==> config.mk <==
export PLATFORM = sky130hd
export DESIGN_NAME = instruction_fetch_unit_flat
export DESIGN_NICKNAME = d
export VERILOG_FILES = /design/src/rtl/instruction_fetch_unit_if.sv /design/src/rtl/instruction_fetch_unit.sv /design/src/flat_wrapper.sv
export SDC_FILE = /design/constraint.sdc
export NUM_CORES = 1
export LEC_CHECK = 0
export CORE_MARGIN = 3
export CORE_UTILIZATION = 35
export CTS_CLUSTER_SIZE = 12
export DETAILED_ROUTE_END_ITERATION = 16
export PLACE_DENSITY = 0.77
export SYNTH_ARGS = -nofsm -noshare
export SYNTH_HDL_FRONTEND = slang
export SYNTH_SLANG_ARGS = --single-unit
==> constraint.sdc <==
create_clock -name i_clk -period 2 [get_ports i_clk]
set_clock_uncertainty 0.1 [all_clocks]
set_input_delay 0.4 -clock i_clk [delete_from_list [all_inputs] [get_ports i_clk]]
set_output_delay 0.4 -clock i_clk [all_outputs]
set_load 0.05 [all_outputs]
==> src/rtl/instruction_fetch_unit_if.sv <==
// ----------------------------------------------------------------------------
// instruction_fetch_unit_if
//
// Purpose: groups the three buses around the instruction fetch unit:
//   - program counter control (pc_value in, enable/inc/load strobes out)
//   - byte-wide instruction memory read port with a ready handshake
//   - decoder-facing instruction stream with valid/ready plus the
//     redirect (jump_req/jump_target) and halt requests
//
// Modports:
//   master : the fetch unit (drives strobes, mem_rd/mem_addr, instr/valid)
//   slave  : the environment (PC, memory and decoder)
// ----------------------------------------------------------------------------
interface instruction_fetch_unit_if #(
    parameter int unsigned ADDR_WIDTH = 8,
    parameter int unsigned DATA_WIDTH = 8
);
    // Program counter side
    logic [ADDR_WIDTH-1:0]   pc_value;
    logic                    pc_enOut;
    logic                    pc_inc;
    logic                    pc_load;
    logic [ADDR_WIDTH-1:0]   pc_in_value;

    // Instruction memory side
    logic                    mem_rd;
    logic [ADDR_WIDTH-1:0]   mem_addr;
    logic [DATA_WIDTH-1:0]   mem_data;
    logic                    mem_ready;

    // Decoder side
    logic [2*DATA_WIDTH-1:0] instr;
    logic                    instr_valid;
    logic                    instr_ready;
    logic                    jump_req;
    logic [ADDR_WIDTH-1:0]   jump_target;
    logic                    halt;
    logic                    halted;

    modport master (
        input  pc_value,
        input  mem_data,
        input  mem_ready,
        input  instr_ready,
        input  jump_req,
        input  jump_target,
        input  halt,
        output pc_enOut,
        output pc_inc,
        output pc_load,
        output pc_in_value,
        output mem_rd,
        output mem_addr,
        output instr,
        output instr_valid,
        output halted
    );

    modport slave (
        output pc_value,
        output mem_data,
        output mem_ready,
        output instr_ready,
        output jump_req,
        output jump_target,
        output halt,
        input  pc_enOut,
        input  pc_inc,
        input  pc_load,
        input  pc_in_value,
        input  mem_rd,
        input  mem_addr,
        input  instr,
        input  instr_valid,
        input  halted
    );
endinterface

==> src/rtl/instruction_fetch_unit.sv <==
// ----------------------------------------------------------------------------
// instruction_fetch_unit
//
// Purpose: controls an external program counter and fetches 16-bit
// instructions as two consecutive bytes (hi first, then lo) from a byte-wide
// instruction memory. Each completed instruction is offered to the decoder on
// a valid/ready handshake; on that handshake the decoder may halt the unit or
// redirect it to a new address, which is applied through a one-cycle PC load.
//
// Ports:
//   i_clk    : system clock, rising edge
//   i_reset  : asynchronous, active-high reset
//   io_bus   : instruction_fetch_unit_if.master
//              pc_value / pc_enOut / pc_inc / pc_load / pc_in_value
//              mem_rd / mem_addr / mem_data / mem_ready
//              instr / instr_valid / instr_ready
//              jump_req / jump_target / halt / halted
//
// Timing: with a zero-wait memory one instruction is presented every three
// cycles (two fetch cycles plus the handshake cycle); a jump adds one cycle.
// ----------------------------------------------------------------------------
module instruction_fetch_unit #(
    parameter int unsigned ADDR_WIDTH = 8,
    parameter int unsigned DATA_WIDTH = 8
) (
    input  logic                      i_clk,
    input  logic                      i_reset,
    instruction_fetch_unit_if.master  io_bus
);

    typedef enum logic [2:0] {
        StIdle,
        StFetchHi,
        StFetchLo,
        StPresent,
        StLoad,
        StHalted
    } state_e;

    state_e                  r_state;
    state_e                  w_state_d;

    logic [DATA_WIDTH-1:0]   r_hi;
    logic [DATA_WIDTH-1:0]   w_hi_d;
    logic [2*DATA_WIDTH-1:0] r_instr;
    logic [2*DATA_WIDTH-1:0] w_instr_d;
    logic [ADDR_WIDTH-1:0]   r_target;
    logic [ADDR_WIDTH-1:0]   w_target_d;

    // ------------------------------------------------------------------------
    // State and datapath registers
    // ------------------------------------------------------------------------
    always_ff @(posedge i_clk or posedge i_reset) begin
        if (i_reset) begin
            r_state  <= StIdle;
            r_hi     <= '0;
            r_instr  <= '0;
            r_target <= '0;
        end else begin
            r_state  <= w_state_d;
            r_hi     <= w_hi_d;
            r_instr  <= w_instr_d;
            r_target <= w_target_d;
        end
    end

    // ------------------------------------------------------------------------
    // Next-state logic and outputs
    // ------------------------------------------------------------------------
    always_comb begin
        w_state_d          = r_state;
        w_hi_d             = r_hi;
        w_instr_d          = r_instr;
        w_target_d         = r_target;

        io_bus.pc_enOut    = 1'b0;
        io_bus.pc_inc      = 1'b0;
        io_bus.pc_load     = 1'b0;
        io_bus.mem_rd      = 1'b0;
        io_bus.mem_addr    = '0;
        io_bus.instr_valid = 1'b0;
        io_bus.halted      = 1'b0;

        unique case (r_state)
            StIdle: begin
                w_state_d = StFetchHi;
            end

            StFetchHi: begin
                io_bus.pc_enOut = 1'b1;
                io_bus.mem_rd   = 1'b1;
                io_bus.mem_addr = io_bus.pc_value;
                // The PC steps on the very edge that completes the read, so
                // the next byte address is ready when FETCH_LO starts.
                io_bus.pc_inc   = io_bus.mem_ready;
                if (io_bus.mem_ready) begin
                    w_hi_d    = io_bus.mem_data;
                    w_state_d = StFetchLo;
                end
            end

            StFetchLo: begin
                io_bus.pc_enOut = 1'b1;
                io_bus.mem_rd   = 1'b1;
                io_bus.mem_addr = io_bus.pc_value;
                io_bus.pc_inc   = io_bus.mem_ready;
                if (io_bus.mem_ready) begin
                    // instr only changes when a whole instruction is in hand,
                    // so the decoder never sees a half-updated word.
                    w_instr_d = {r_hi, io_bus.mem_data};
                    w_state_d = StPresent;
                end
            end

            StPresent: begin
                io_bus.instr_valid = 1'b1;
                // halt and jump_req only matter on the handshake edge.
                if (io_bus.instr_ready) begin
                    if (io_bus.halt) begin
                        w_state_d = StHalted;
                    end else if (io_bus.jump_req) begin
                        w_target_d = io_bus.jump_target;
                        w_state_d  = StLoad;
                    end else begin
                        w_state_d = StFetchHi;
                    end
                end
            end

            StLoad: begin
                io_bus.pc_load = 1'b1;
                w_state_d      = StFetchHi;
            end

            StHalted: begin
                io_bus.halted = 1'b1;
            end

            default: begin
                w_state_d = StIdle;
            end
        endcase
    end

    assign io_bus.instr       = r_instr;
    assign io_bus.pc_in_value = r_target;

endmodule

==> src/flat_wrapper.sv <==
// flat-port wrapper written by rule: the top's interface ports become plain ports
module instruction_fetch_unit_flat 
#(
    parameter int unsigned ADDR_WIDTH = 8,
    parameter int unsigned DATA_WIDTH = 8
)
  (i_clk, i_reset, io_bus_pc_value, io_bus_mem_data, io_bus_mem_ready, io_bus_instr_ready, io_bus_jump_req, io_bus_jump_target, io_bus_halt, io_bus_pc_enOut, io_bus_pc_inc, io_bus_pc_load, io_bus_pc_in_value, io_bus_mem_rd, io_bus_mem_addr, io_bus_instr, io_bus_instr_valid, io_bus_halted);
  instruction_fetch_unit_if #(.ADDR_WIDTH(ADDR_WIDTH), .DATA_WIDTH(DATA_WIDTH)) io_bus_i ();
  input  logic i_clk;
  input  logic i_reset;
  input wire logic [$bits(io_bus_i.pc_value)-1:0] io_bus_pc_value;
  input wire logic [$bits(io_bus_i.mem_data)-1:0] io_bus_mem_data;
  input wire logic [$bits(io_bus_i.mem_ready)-1:0] io_bus_mem_ready;
  input wire logic [$bits(io_bus_i.instr_ready)-1:0] io_bus_instr_ready;
  input wire logic [$bits(io_bus_i.jump_req)-1:0] io_bus_jump_req;
  input wire logic [$bits(io_bus_i.jump_target)-1:0] io_bus_jump_target;
  input wire logic [$bits(io_bus_i.halt)-1:0] io_bus_halt;
  output wire logic [$bits(io_bus_i.pc_enOut)-1:0] io_bus_pc_enOut;
  output wire logic [$bits(io_bus_i.pc_inc)-1:0] io_bus_pc_inc;
  output wire logic [$bits(io_bus_i.pc_load)-1:0] io_bus_pc_load;
  output wire logic [$bits(io_bus_i.pc_in_value)-1:0] io_bus_pc_in_value;
  output wire logic [$bits(io_bus_i.mem_rd)-1:0] io_bus_mem_rd;
  output wire logic [$bits(io_bus_i.mem_addr)-1:0] io_bus_mem_addr;
  output wire logic [$bits(io_bus_i.instr)-1:0] io_bus_instr;
  output wire logic [$bits(io_bus_i.instr_valid)-1:0] io_bus_instr_valid;
  output wire logic [$bits(io_bus_i.halted)-1:0] io_bus_halted;
  assign io_bus_i.pc_value = io_bus_pc_value;
  assign io_bus_i.mem_data = io_bus_mem_data;
  assign io_bus_i.mem_ready = io_bus_mem_ready;
  assign io_bus_i.instr_ready = io_bus_instr_ready;
  assign io_bus_i.jump_req = io_bus_jump_req;
  assign io_bus_i.jump_target = io_bus_jump_target;
  assign io_bus_i.halt = io_bus_halt;
  assign io_bus_pc_enOut = io_bus_i.pc_enOut;
  assign io_bus_pc_inc = io_bus_i.pc_inc;
  assign io_bus_pc_load = io_bus_i.pc_load;
  assign io_bus_pc_in_value = io_bus_i.pc_in_value;
  assign io_bus_mem_rd = io_bus_i.mem_rd;
  assign io_bus_mem_addr = io_bus_i.mem_addr;
  assign io_bus_instr = io_bus_i.instr;
  assign io_bus_instr_valid = io_bus_i.instr_valid;
  assign io_bus_halted = io_bus_i.halted;
  instruction_fetch_unit #(.ADDR_WIDTH(ADDR_WIDTH), .DATA_WIDTH(DATA_WIDTH)) u_core (.i_clk(i_clk), .i_reset(i_reset), .io_bus(io_bus_i));
endmodule
==> results.json <==
{
  "synth_fp_nets": 135,
  "clkSinkCount": 35,
  "core_sq_um": 4060,
  "grt_pass1_wl_mm": 6.02,
  "ys_seq_area_share_pct": 58.7,
  "hold_class": "input pin to asynchronous set/reset pin",
  "endpoint_kind": "primary output",
  "status": "complete, no violations",
  "drv_slew": 0,
  "area_growth_syn_to_layout_pct": 69.0,
  "yosysUniqueCellTypes": 22,
  "drt-initial-drc-count": 19,
  "syn_area_sq_um": 1490,
  "cts.path.max_buffers": 2,
  "drt_wl_total_mm": 3.70,
  "cp.arrival_ns": 1.45,
  "track_usage_pct": 15.2,
  "antenna_found_initial": 0,
  "r2r-start": "u_core.r_state[2]$_DFFE_PP0P_",
  "placedCellCount": 221,
  "setup_viol": 0,
  "place_area_sq_um": 2370,
  "grt_start_max_net_pins": 28,
  "die_x_um": 71.3,
  "final_cell_mix": "46 x clkdlybuf4s50_1, 33 x dfrtp_1, 32 x mux2_2",
  "post_drt_wl_per_cell_um": 15.9,
  "ant_nets": 0,
  "ios": 68,
  "portBuffers": 67,
  "worst_pin_slew_ns": 0.544,
  "clkLatencyLatePin_ns": 0.27,
  "cts_hold_buffers": 0,
  "finalCritPeriodShare_pct": 97.6,
  "vias_per_cell": 4.70,
  "reg2reg_depth": 4,
  "n_fill_cell": 311,
  "rows": 23,
  "cts_tree": "built",
  "final_layout_size_suffix_gt1_share_pct": 44.0,
  "vias": 1091,
  "final_area_sq_um": 2520,
  "overflow": 0,
  "clk_pin_slew_worst_paths_ns": 0.07,
  "ys_ff_latch": 35,
  "worst_hold_slack_ns": 0.301,
  "required_ns": 1.50,
  "reg2reg_to": "u_core.io_bus.pc_in_value[3]$_DFFE_PP0P_",
  "period_minus_slack_ns": 1.95,
  "place_congestion": 0.770,
  "antenna_cells": 0,
  "r2r_setup_slack_ns": 0.33,
  "die_y_um": 71.3,
  "cts_buffers": 5,
  "final_cells": 232,
  "final_common_cell": "clkdlybuf4s50_1",
  "nets": 211,
  "yosys_warnings": 0,
  "grt_pass1_vias": 1258,
  "worstSetupPathType": "flop to primary output",
  "synth.avg_cell_area_sq_um": 14.2,
  "cts.htree.levels": 2,
  "fmax_ghz": 0.512,
  "worstPathMaxFanout": 8,
  "die_area_sq_um": 5080,
  "startpoint_type": "flop",
  "syn_inst": 105,
  "final_util_pct": 62.1,
  "finalHoldViolations": 0,
  "root_buffer": "clkbuf_8",
  "maxSlewHeadroom_pct": 63.7,
  "hpwl_mm": 2.83,
  "initial_core_util_pct": 36.8,
  "drc": 0,
  "drv_cap": 0,
  "dr.pass1.iters": 4,
  "rsz0062_at_grt": "true"
}
==> cell type report <==
class / count / area [sq um] / share of cell area [%]
well taps: 50 / 62.6 / 2.48
inverters: 4 / 15.0 / 0.596
repair buffers: 75 / 882 / 35.0
multi-input cells: 60 / 597 / 23.7
flip-flops and latches: 35 / 878 / 34.9
clock inverters: 2 / 12.5 / 0.497
clock buffers: 6 / 72.6 / 2.88
==> cell families (layout without fill, tap and decap cells) <==
group / after synthesis / after routing / synth area share (%)
muxes: 32 / 32 / 24.2
AOI/OAI and AO/OA: 6 / 6 / 2.69
xor gates and xnor gates: 1 / 1 / 0.587
buffers and inverters: 11 / 87 / 4.95
DFF: 35 / 35 / 58.7
and+or+nand+nor: 20 / 21 / 8.89
==> stage by stage <==
stage               worst slack, ns  setup TNS, ns
floorplan                    0.0275              0
global placement             -0.189          -1.19
detailed placement           -0.196          -2.09
CTS                          0.0119              0
global route                -0.0263        -0.0659
finish                       0.0484              0
==> worst max-delay path by stage <==
| stage | slack, ns | depth (start not counted) | startpoint | to |
|---|---|---|---|---|
| 4_1_cts | 0.01 | 4 | u_core.r_state[1]$_DFFE_PP0P_ | io_bus_mem_addr[2] |
| 6_report | 0.05 | 4 | u_core.r_state[0]$_DFFE_PP0P_ | io_bus_pc_inc |
| 5_1_grt | -0.03 | 4 | u_core.r_state[1]$_DFFE_PP0P_ | io_bus_mem_addr[5] |
| 3_5_place_dp | -0.20 | 5 | io_bus_mem_ready | io_bus_pc_inc |
| 3_3_place_gp | -0.19 | 5 | io_bus_mem_ready | io_bus_pc_inc |
| 2_1_floorplan | 0.03 | 4 | u_core.r_state[0]$_DFFE_PP0P_ | io_bus_mem_addr[0] |
==> critical path, stage by stage (launching register included) <==
cell and delay, ns:
dfrtp_2 0.48, nor2b_2 0.07, and3_2 0.22, or2_4 0.26, buf_12 0.15
==> sequential cells by signal, summed over array words and instances, names as in the netlist <==
signal                     cells
u_core.r_hi                    8
u_core.io_bus.pc_in_value      8
u_core.io_bus.instr           16
u_core.r_state                 3
==> Yosys cell counts (all sizes together) <==
cell type	number	area [sq um]
dfrtp	35	876
mux2	32	360
and2	8	50.1
buf	7	58.8
inv	4	15.0
nor2	3	11.3
a21oi	2	10.0
and3	2	15.0
nor2b	2	12.5
a311oi	1	8.76
a31oi	1	6.26
nand2	1	3.75
nand3b	1	7.51
nor3	1	5.00
nor4	1	21.3
o2111ai	1	8.76
o22ai	1	6.26
or2	1	6.26
xnor2	1	8.76
==> per-layer routing <==
metal | track usage [%] | vias up | wire, um
li1 | - | 513 | -
met1 | 16.1 | 535 | 1350
met2 | 28.7 | 35 | 2110
met3 | 2.52 | 8 | 130
met4 | 7.72 | 0 | 109
met5 | 0 | - | 0
==> timing repair <==
| item | CTS | global route |
|---|---|---|
| setup buffers | 2 | 0 |
| pin swaps | 1 | 1 |
| resized for setup | 4 | 10 |
| endpoints found under the setup margin | 9 | 13 |
| cloned | 0 | 1 |
Power is left out: the tool's default activity adds up to more than one toggle a clock period on the data nets, which glitch-free logic cannot reach.
